File: src/rtl/multiplier_unit_pkg.sv
// Shared definitions for multiplier_unit.
//   IN_W   : operand width
//   OUT_W  : product / memory word width (2*IN_W)
//   ADDR_W : memory address width
//   DEPTH  : words per block (2**ADDR_W)
//   state_t: controller states FILL, FULL, READ, DRAIN
package multiplier_unit_pkg;

  localparam int IN_W   = 16;
  localparam int OUT_W  = 2 * IN_W;
  localparam int ADDR_W = 6;
  localparam int DEPTH  = 2 ** ADDR_W;

  typedef enum logic [1:0] {
    FILL  = 2'd0,
    FULL  = 2'd1,
    READ  = 2'd2,
    DRAIN = 2'd3
  } state_t;

endpackage

File: src/rtl/multiplier_unit.sv
// multiplier_unit
// Streams IN_W x IN_W products into an external DEPTH x OUT_W two-port SRAM,
// one product per clock, then reads the whole block back with a valid strobe.
// Memory port A is the read port, port B the write port; the memory's
// active-low chip enables are driven as cenA=~EN_readMem, cenB=~EN_writeMem.
//
// Optional build macro: MULT_SIGNED_EN -- operands are two's complement and
// the product is the signed OUT_W result. Undefined (default): unsigned.
//
// Ports:
//   CLK, RST       clock (rising edge), asynchronous active-high reset
//   EN_mult        operand pair valid; taken on an edge where RDY_mult=1
//   EN_blockRead   readout request, level, only looked at in FULL
//   mult_input0/1  operands
//   readMem_val    memory port-A read data, 1-cycle latency
//   RDY_mult       ready to accept an operand pair
//   EN_readMem     memory read enable (active-high)
//   EN_writeMem    memory write enable (active-high)
//   VALID_memVal   memVal_data carries a read word this cycle
//   writeMem_val   write data
//   memVal_data    readout data, 0 when not valid
//   writeMem_addr  write address
//   readMem_addr   read address
//   state_dbg      current controller state (state_t encoding)
//
// Handshake: a pair transfers on a rising edge where EN_mult=1 and RDY_mult=1;
// the producer may hold or change operands freely while RDY_mult=0. There is
// no back-pressure on the write or read-data paths.
module multiplier_unit
  import multiplier_unit_pkg::*;
(
  input  logic              CLK,
  input  logic              RST,
  input  logic              EN_mult,
  input  logic              EN_blockRead,
  input  logic [IN_W-1:0]   mult_input0,
  input  logic [IN_W-1:0]   mult_input1,
  input  logic [OUT_W-1:0]  readMem_val,
  output logic              RDY_mult,
  output logic              EN_readMem,
  output logic              EN_writeMem,
  output logic              VALID_memVal,
  output logic [OUT_W-1:0]  writeMem_val,
  output logic [OUT_W-1:0]  memVal_data,
  output logic [ADDR_W-1:0] writeMem_addr,
  output logic [ADDR_W-1:0] readMem_addr,
  output logic [1:0]        state_dbg
);

  localparam logic [ADDR_W-1:0] LAST_ADDR = ADDR_W'(DEPTH - 1);
  localparam logic [ADDR_W-1:0] ONE_ADDR  = ADDR_W'(1);

  state_t            state;
  logic [ADDR_W-1:0] wr_ptr;
  logic [ADDR_W-1:0] rd_ptr;
  logic              rdy;
  logic              wr_en;
  logic [ADDR_W-1:0] wr_addr;
  logic [OUT_W-1:0]  product;
  logic              rd_valid;
  logic              accept;
  logic [OUT_W-1:0]  product_next;

  // RDY_mult is a register, so a pair is only taken once the ready level
  // has actually been presented to the producer (first edge after reset).
  assign accept = (state == FILL) && rdy && EN_mult;

`ifdef MULT_SIGNED_EN
  assign product_next = $signed({{(OUT_W-IN_W){mult_input0[IN_W-1]}}, mult_input0})
                      * $signed({{(OUT_W-IN_W){mult_input1[IN_W-1]}}, mult_input1});
`else
  assign product_next = {{(OUT_W-IN_W){1'b0}}, mult_input0}
                      * {{(OUT_W-IN_W){1'b0}}, mult_input1};
`endif

  always_ff @(posedge CLK or posedge RST) begin
    if (RST) begin
      state    <= FILL;
      wr_ptr   <= '0;
      rd_ptr   <= '0;
      rdy      <= 1'b0;
      wr_en    <= 1'b0;
      wr_addr  <= '0;
      product  <= '0;
      rd_valid <= 1'b0;
    end else begin
      wr_en    <= 1'b0;
      // Read data comes back one cycle after each issue, so valid is simply
      // "were we issuing a read last cycle".
      rd_valid <= (state == READ);
      case (state)
        FILL: begin
          rdy <= 1'b1;
          if (accept) begin
            product <= product_next;
            wr_en   <= 1'b1;
            wr_addr <= wr_ptr;
            wr_ptr  <= wr_ptr + ONE_ADDR;
            // Last slot: the block is full; its write still issues next cycle.
            if (wr_ptr == LAST_ADDR) begin
              state <= FULL;
              rdy   <= 1'b0;
            end
          end
        end
        FULL: begin
          rdy <= 1'b0;
          if (EN_blockRead) state <= READ;
        end
        READ: begin
          rd_ptr <= rd_ptr + ONE_ADDR;
          if (rd_ptr == LAST_ADDR) state <= DRAIN;
        end
        DRAIN: begin
          rd_ptr <= '0;
          rdy    <= 1'b1;
          state  <= FILL;
        end
        default: begin
          state <= FILL;
          rdy   <= 1'b0;
        end
      endcase
    end
  end

  assign RDY_mult      = rdy;
  assign EN_writeMem   = wr_en;
  assign writeMem_addr = wr_addr;
  assign writeMem_val  = product;
  assign EN_readMem    = (state == READ);
  assign readMem_addr  = rd_ptr;
  assign VALID_memVal  = rd_valid;
  assign memVal_data   = rd_valid ? readMem_val : '0;
  assign state_dbg     = state;

endmodule

File: config.mk
export PLATFORM = sky130hd
export DESIGN_NAME = multiplier_unit
export DESIGN_NICKNAME = d
export VERILOG_FILES = /design/src/rtl/multiplier_unit_pkg.sv /design/src/rtl/multiplier_unit.sv
export SDC_FILE = /design/constraint.sdc
export NUM_CORES = 1
export LEC_CHECK = 0
export BUFFER_PORTS_ARGS = -buffer_cell sky130_fd_sc_hd__buf_2
export CORE_MARGIN = 10
export CORE_UTILIZATION = 45
export DETAILED_ROUTE_END_ITERATION = 16
export PLACE_DENSITY = 0.71
export SYNTH_ARGS = -nofsm -noshare
export SYNTH_HDL_FRONTEND = slang
export SYNTH_SLANG_ARGS = --single-unit
File: constraint.sdc
create_clock -name CLK -period 2.17 [get_ports CLK]
set_input_delay 0.3255 -clock CLK [delete_from_list [all_inputs] [get_ports CLK]]
set_output_delay 0.3255 -clock CLK [all_outputs]
set_load 0.1 [all_outputs]
==> results of run 1 <==
==> cells by family (layout without fill, tap and decap cells) <==
logic type,Yosys count,count (layout)
simple gates,436,436
fa+ha+maj,305,305
buf+inv,279,566
compound gates,119,119
flops,55,55
xor+xnor,35,35
mux,3,3
==> sequential cells by signal, summed over array words and instances, names as in the netlist <==
register / cells
RDY_mult: 1
writeMem_val: 32
state_dbg: 2
wr_ptr: 6
readMem_addr: 6
EN_writeMem: 1
VALID_memVal: 1
writeMem_addr: 6
==> metrics by stage <==
stage	TNS (ns)	setup slack [ns]
global placement	-83.00	-3.56
global route	-76.87	-3.38
CTS	-71.66	-3.19
finish	-72.50	-3.19
floorplan	-69.85	-3.32
detailed placement	-84.46	-3.61
==> routing by layer <==
layer | wire, um | track usage, % | part of all wire [%] | vias up
li1 | - | - | - | 4325
met1 | 12100 | 23.5 | 40 | 4647
met2 | 16200 | 35.8 | 54 | 198
met3 | 1160 | 2.55 | 3.9 | 47
met4 | 568 | 3.85 | 1.9 | 0
met5 | 0 | 0 | 0 | -
==> layout by cell type, fill, tap and decap left out, types with 17 or more instances in the layout <==
cell type  Yosys  routed
a21oi_1       27      17
and2_1       146      97
and2_2         0      30
and2_4         0      19
buf_2          5     123
buf_4          0     148
buf_6          0      44
dfrtp_1       55      51
fa_1         194     185
ha_1         111      81
ha_4           0      29
inv_1        228     201
inv_2          0      26
nand2_1      232     216
o21ai_1        5      24
==> worst max-delay path by stage <==
stage | from | end | cells after the start
2_1_floorplan | mult_input1[6] | writeMem_val[29] | 22
3_3_place_gp | mult_input0[10] | writeMem_val[29] | 22
3_5_place_dp | mult_input0[10] | writeMem_val[29] | 22
4_1_cts | mult_input0[12] | writeMem_val[25] | 22
5_1_grt | mult_input0[6] | writeMem_val[29] | 23
6_report | mult_input1[4] | writeMem_val[31] | 21
==> what timing repair did <==
action                                  in CTS  in global routing
endpoints found under the setup margin      29                 63
gates cloned                                 0                  1
pin swaps                                   81                 66
resized for setup                          174                 72
buffers inserted                            23                 14
==> final cells by class <==
type,instances,area [sq um],area share (%)
Timing Repair Buffer,330,2510,17.1
Multi-Input combinational cell,898,9400,64.0
Sequential cell,55,1380,9.40
Clock inverter,3,25.0,0.170
Inverter,228,858,5.84
Clock buffer,5,125,0.851
Tap cell,319,399,2.72
==> worst max-delay path, cell delays in order <==
cell      delay (ns)
buf_12          0.11
and2_4          0.15
fa_1            0.52
inv_1           0.05
fa_2            0.52
inv_2           0.04
fa_1            0.52
fa_2            0.44
fa_1            0.52
inv_2           0.04
fa_1            0.53
inv_2           0.05
ha_4            0.28
nand2_2         0.04
or3_4           0.38
or2_4           0.27
o22ai_4         0.15
nand3b_1        0.19
a31oi_2         0.11
xnor2_1         0.20
o21ai_1         0.08
==> results_dict.tcl, run 1 <==
set metrics [dict create \
    ctsHtreeMaxLevel 2 \
    syn_area_per_cell_sq_um 8.85 \
    cts.path.max_buffers 2 \
    netlist_area_sq_mm 0.0109 \
    grt_start_max_net_pins 69 \
    total_routing_usage_reported_by_global_routing_pct 19.4 \
    dieHeight_um 176 \
    syn-num-nets 1605 \
    core_area_sq_mm 0.0237 \
    detail-route-antenna-nets 0 \
    synth_compound_area_share_pct 6.93 \
    postRouteWirelength_mm 30.1 \
    crit_path_max_fanout 6 \
    cts-buffers-inserted 5 \
    final_max_slew_viol_count 0 \
    worst_case_setup_margin_in_the_final_layout_ns -3.19 \
    yosys.area_share.xor_xnor_pct 2.81 \
    placement_rows 56 \
    root_buffer "clkbuf_16" \
    synth_top_cell_area_share_pct 35.6 \
    finalCoreUtilization_pct 62.0 \
    classification_of_the_worst_slack_hold_path "input pin to asynchronous set/reset pin" \
    dominant_combinational_cell_family_by_area_after_synthesis "adder cells" \
    drive_above_1_share_pct 34.9 \
    vias_per_cell 5.01 \
    first_global_vias 9960 \
    critPathLaunchType "input pin" \
    worst_slew_pin_slew_ns 0.618 \
    synth_seq_area_share_pct 12.6 \
    synth_cells 1232 \
    dr.pass1.iters 6 \
    slew-limit-headroom_pct 58.7 \
    worst_ep_arrival_ns 5.54 \
    post_synth_fa_ha_maj_area_fraction_pct 48.4 \
    clock_insertion_delay_worst_skew_ns 0.30 \
    yosys_warnings 0 \
    timing.reg2reg.setup_slack_ns 0.18 \
    nFillCells 1946 \
    top_flip_flop_cell_by_instance_count_after_synthesis "dfrtp_1" \
    place_hpwl_mm 24.3 \
    final.hold.worst_slack_ns 0.0970 \
    instances_no_fill 1838 \
    syn2layout_area_growth_pct 34.8 \
    n_antenna_cell 0 \
    vias 9217 \
    first_iter_violations 422 \
    post-place-cells 1796 \
    leftover_overflow_at_the_end_of_global_routing 0 \
    initial_utilization_pct 46.0 \
    first_pass_grt_wire_length_mm 49.6 \
    async_reset_ff_share_pct 100 \
    worstPathRequired_ns 2.35 \
    netlist_cell_types 49 \
    initial_antenna_violation_count 0 \
    design.portCount 150 \
    yosysMostFrequentCell "nand2_1" \
    worst_r2r_endpoint "state_dbg[0]" \
    synth-edff-count 0 \
    wl_per_cell_um 16.4 \
    synth_simple_gate_area_share_pct 19.3 \
    setup_repair_after_global_routing_missed_its_margin "yes" \
    post-synth-top-area-cell "fa_1" \
    status "complete, but fails checks" \
    min_period_over_period_pct 247 \
    cts_hold_buf 0 \
    timing.final.setup_violations 29 \
    place.gp.congestion 0.868 \
    stdcell_area_sq_mm 0.0147 \
    yosys-top-cells-area "fa_1, ha_1, dfrtp_1, and2_1, nand2_1" \
    floorplan.die_area_sq_mm 0.0308 \
    violated_checks "negative setup slack" \
    port_buffers 149 \
    die-width_um 176 \
    post-route-min-period_ns 5.36 \
    clock-sinks 55 \
    finalHoldViolCount 0 \
    clock_skew_ns 0.00836 \
    route.detailed.drc 0 \
    maxClockFrequency_ghz 0.186 \
    place_area_sq_mm 0.0133 \
    yosys_register_bits 55 \
    clkTransAtPathRegs_ns 0.07 \
    crit_path_end_kind "register" \
    synth_mux_area_share_pct 0.275 \
    tritoncts_clock_tree "built" \
    r2r-start "state_dbg[0]" \
    worstRegToRegCells 8 \
    final_nets 1891 \
    maxCapViolations 0 \
    yosys-top-cells-count "nand2_1, inv_1, fa_1" \
    timing_worst_setup_path_type "input pin to register" \
]
Power of run 1 is left out: the tool's default activity adds up to more than one toggle a clock period on the data nets, which glitch-free logic cannot reach.
==> run 2, diff against run 1 <==
Clock period 2.17 ns to 6.9 ns, I/O delays scaled along.
==> results_dict.tcl, run 2 (same netlist as run 1, synthesis figures left out) <==
set metrics [dict create \
    status "completed" \
    drive_above_1_share_pct 13.5 \
    postRouteWirelength_mm 26.9 \
    area_used_by_multi_input_combinational_logic_sq_mm 0.00848 \
    layout_common_cells "nand2_1, inv_1, fa_1" \
    detail-route-antenna-nets 0 \
    place_worst_setup_slack_ns 0.106 \
    first_global_vias 9038 \
    post_cts_resize_count 0 \
    timing_worst_setup_path_type "input pin to register" \
    route.detailed.drc 0 \
    syn2layout_area_growth_pct 11.0 \
    setup_repair_after_global_routing_missed_its_margin "no" \
    hold_depth 2 \
    classification_of_the_worst_slack_hold_path "register to register" \
    maxCapViolations 0 \
    final_max_slew_viol_count 0 \
    place.gp.congestion 0.870 \
    finalHoldViolCount 0 \
    wl_per_cell_um 16.1 \
    crit_path_end_kind "register" \
    worst_case_setup_margin_in_the_final_layout_ns 0.385 \
    largest_reg_flops 32 \
    final_nets 1724 \
    vias_per_cell 5.08 \
    worstPathRequired_ns 7.13 \
    clkTransAtPathRegs_ns 0.07 \
    post-cts-setup-buffers 0 \
    clock-sinks 55 \
    core_area_sq_mm 0.0237 \
    ctsHtreeMaxLevel 2 \
    die-width_um 176 \
    worstSetupStartpoint "mult_input0[10]" \
    n_antenna_cell 0 \
    grt_start_max_net_pins 70 \
    floorplan.die_area_sq_mm 0.0308 \
    mostFrequentLayoutCell "nand2_1" \
    leftover_overflow_at_the_end_of_global_routing 0 \
    initial_utilization_pct 46.0 \
    timing.setup.tns_ns 0 \
    dieHeight_um 176 \
    final.hold.worst_slack_ns 0.470 \
    cts-buffers-inserted 5 \
    r2r-start "state_dbg[0]" \
    place_hpwl_mm 22.6 \
    tritoncts_clock_tree "built" \
    critPathLaunchType "input pin" \
    total_routing_usage_reported_by_global_routing_pct 17.8 \
    dr.pass1.iters 5 \
    first_pass_grt_wire_length_mm 45.3 \
    nFillCells 2273 \
    worstRegToRegCells 9 \
    worst_slew_pin_slew_ns 0.722 \
    maxClockFrequency_ghz 0.154 \
    clock_skew_ns 0.00602 \
    min_period_over_period_pct 94.4 \
    worst_hold_launch "writeMem_addr[3]" \
    slew-limit-headroom_pct 51.9 \
    worst_ep_arrival_ns 6.75 \
    clock_insertion_delay_worst_skew_ns 0.29 \
    stdcell_area_sq_mm 0.0121 \
    crit_path_max_fanout 16 \
    port_buffers 149 \
    cts.path.max_buffers 2 \
    design.portCount 150 \
    place_area_sq_mm 0.0120 \
    vias 8495 \
    initial_antenna_violation_count 0 \
    placement_rows 56 \
    cts_hold_buf 0 \
    first_iter_violations 508 \
    seq_area_sq_mm 0.00138 \
    post-route-min-period_ns 6.51 \
    root_buffer "clkbuf_16" \
    timing.final.setup_violations 0 \
]
==> run 2: path summary, 6_finish.rpt <==
kind | to | slack (ns)
min reg2reg | writeMem_addr[3] | 0.47
min in group asynchronous | writeMem_val[23] | 0.93
max | writeMem_val[27] | 0.39
min | writeMem_addr[3] | 0.47
max reg2reg | state_dbg[0] | 3.93
max in group asynchronous | writeMem_val[10] | 5.49
==> run 2: final cells by class <==
cell class,count,area share [%]
Tap cell,319,3.30
Inverter,228,7.07
Clock inverter,3,0.165
Clock buffer,5,1.03
Sequential cell,55,11.4
Multi-Input combinational cell,898,70.0
Timing Repair Buffer,163,7.03
==> run 2: worst max-delay path, stage by stage <==
cell and delay, ns:
buf_2 0.31, nand2_1 0.13, fa_1 0.53, fa_1 0.58
inv_1 0.06, fa_1 0.50, inv_1 0.05, fa_1 0.53
inv_1 0.05, fa_1 0.48, inv_1 0.06, fa_1 0.48
inv_1 0.05, ha_1 0.27, and4_1 0.21, o21ai_1 0.11
o21ai_2 0.23, a41oi_2 0.19, or4b_1 0.54, a31oi_1 0.25
a21o_1 0.11
==> run 2: metrics by stage <==
stage,util [%],instances
after global placement,50.5,1663
final,51.1,1671
after CTS,51.1,1671
after floorplan,-,1232
after detailed placement,50.5,1663
after global routing,51.1,1671
==> run 2: routing by layer <==
layer	vias to the layer above	part of all wire (%)	GRT usage [%]
li1	3987	-	-
met1	4262	40	21.9
met2	210	53	31.9
met3	36	5.2	2.87
met4	0	2.0	3.96
met5	-	0	0
Power of run 2 is left out for the same reason.
==> run 3, diff against run 2 <==
Settings changed: CORE_MARGIN 10 to 1.5, MAX_ROUTING_LAYER set to met4.
==> results_dict.tcl, run 3 (same netlist as run 1, synthesis figures left out) <==
set metrics [dict create \
    design.portCount 150 \
    grt_start_max_net_pins 70 \
    clock_skew_ns 0.00623 \
    timing.setup.tns_ns 0 \
    worst_ep_arrival_ns 6.79 \
    wl_per_cell_um 15.6 \
    classification_of_the_worst_slack_hold_path "register to register" \
    initial_utilization_pct 46.2 \
    floorplan.die_area_sq_mm 0.0252 \
    dieHeight_um 159 \
    final_nets 1720 \
    tritoncts_clock_tree "built" \
    first_pass_grt_wire_length_mm 43.0 \
    clkTransAtPathRegs_ns 0.07 \
    crit_path_max_fanout 16 \
    largest_reg_flops 32 \
    root_buffer "clkbuf_16" \
    crit_path_end_kind "register" \
    ctsHtreeMaxLevel 2 \
    detail-route-antenna-nets 0 \
    worst_slew_pin_slew_ns 0.704 \
    status "completed" \
    leftover_overflow_at_the_end_of_global_routing 0 \
    post-route-min-period_ns 6.58 \
    vias 8485 \
    core_area_sq_mm 0.0236 \
    clock_insertion_delay_worst_skew_ns 0.30 \
    timing_worst_setup_path_type "input pin to register" \
    min_period_over_period_pct 95.3 \
    first_iter_violations 430 \
    syn2layout_area_growth_pct 11.0 \
    place.gp.congestion 0.893 \
    instances_no_fill 1667 \
    n_antenna_cell 0 \
    timing.final.setup_violations 0 \
    cts-buffers-inserted 5 \
    maxClockFrequency_ghz 0.152 \
    slew-limit-headroom_pct 53.1 \
    maxCapViolations 0 \
    dr.pass1.iters 5 \
    setup_repair_after_global_routing_missed_its_margin "no" \
    place_hpwl_mm 21.3 \
    mostFrequentLayoutCell "nand2_1" \
    port_buffers 149 \
    placement_rows 56 \
    final_max_slew_viol_count 0 \
    critPathLaunchType "input pin" \
    postRouteWirelength_mm 26.0 \
    worstPathRequired_ns 7.11 \
    route.detailed.drc 0 \
    total_routing_usage_reported_by_global_routing_pct 22.5 \
    post-cts-setup-buffers 0 \
    initial_antenna_violation_count 0 \
    first_global_vias 8611 \
    finalCoreUtilization_pct 51.2 \
    nFillCells 2219 \
    finalHoldViolCount 0 \
    post_cts_resize_count 0 \
    clock-sinks 55 \
    drive_above_1_share_pct 13.3 \
    die-width_um 159 \
    layout_common_cells "nand2_1, inv_1, fa_1" \
    cts_hold_buf 0 \
    cts.path.max_buffers 2 \
    vias_per_cell 5.09 \
    post-place-cells 1659 \
]
-- run 3: cell types whose count changed in the layout (fill, tap and decap cells not counted), sizes merged --
cell      before  now
buf          163  159
clkinvlp       2    0
clkinv         1    2
bufinv         0    1
-- run 3: area by class of cell --
cell class                 instances  area (sq um)  area share, %
sequential                        55          1380           11.4
multi-input combinational        898          8480           70.1
clock inverter                     3          43.8          0.362
inverter                         228           856           7.07
timing repair buffer             159           821           6.79
clock buffer                       5           125           1.03
tap                              319           399           3.30
-- run 3: final timing paths --
path | startpoint | to | slack (ns) | cells past startpoint
worst max-delay path | mult_input0[10] | writeMem_val[29] | 0.32 | 20
min in group asynchronous | RST | writeMem_val[23] | 0.92 | 3
worst max register to register | state_dbg[0] | state_dbg[0] | 3.96 | 9
worst min register to register | writeMem_val[13] | writeMem_val[13] | 0.46 | 2
worst min-delay path | writeMem_val[13] | writeMem_val[13] | 0.46 | 2
max in group asynchronous | RST | EN_writeMem | 5.50 | 3
-- run 3: through the flow --
| stage | cell area (sq um) | hold WS [ns] | setup slack, ns |
|---|---|---|---|
| floorplan | 10900 | 0.459 | 0.397 |
| global placement | 11900 | 0.446 | 0.188 |
| detailed placement | 11900 | 0.453 | 0.0493 |
| CTS | 12100 | 0.469 | 0.327 |
| global route | 12100 | 0.498 | 0.0976 |
| finish | 12100 | 0.461 | 0.322 |
-- run 3: metal layers --
metal,vias to the layer above,global-route usage (%),wire [um]
li1,3981,-,-
met1,4230,28.3,10700
met2,211,37.4,13200
met3,63,2.67,1070
met4,0,8.28,943
met5,-,-,0
-- run 3: critical path, stage by stage --
cell and delay (ns):
buf_2 0.32, nand2_1 0.14, fa_1 0.51, fa_1 0.52, fa_1 0.55, inv_1 0.07, fa_1 0.50, fa_1 0.50
inv_1 0.05, fa_1 0.48, inv_1 0.04, ha_1 0.35, a21oi_1 0.25, o21bai_1 0.11, a21oi_2 0.19, o22ai_2 0.16
nor3_4 0.26, a31oi_1 0.15, or4b_1 0.50, o2111ai_1 0.11
Power of run 3 is left out for the same reason.
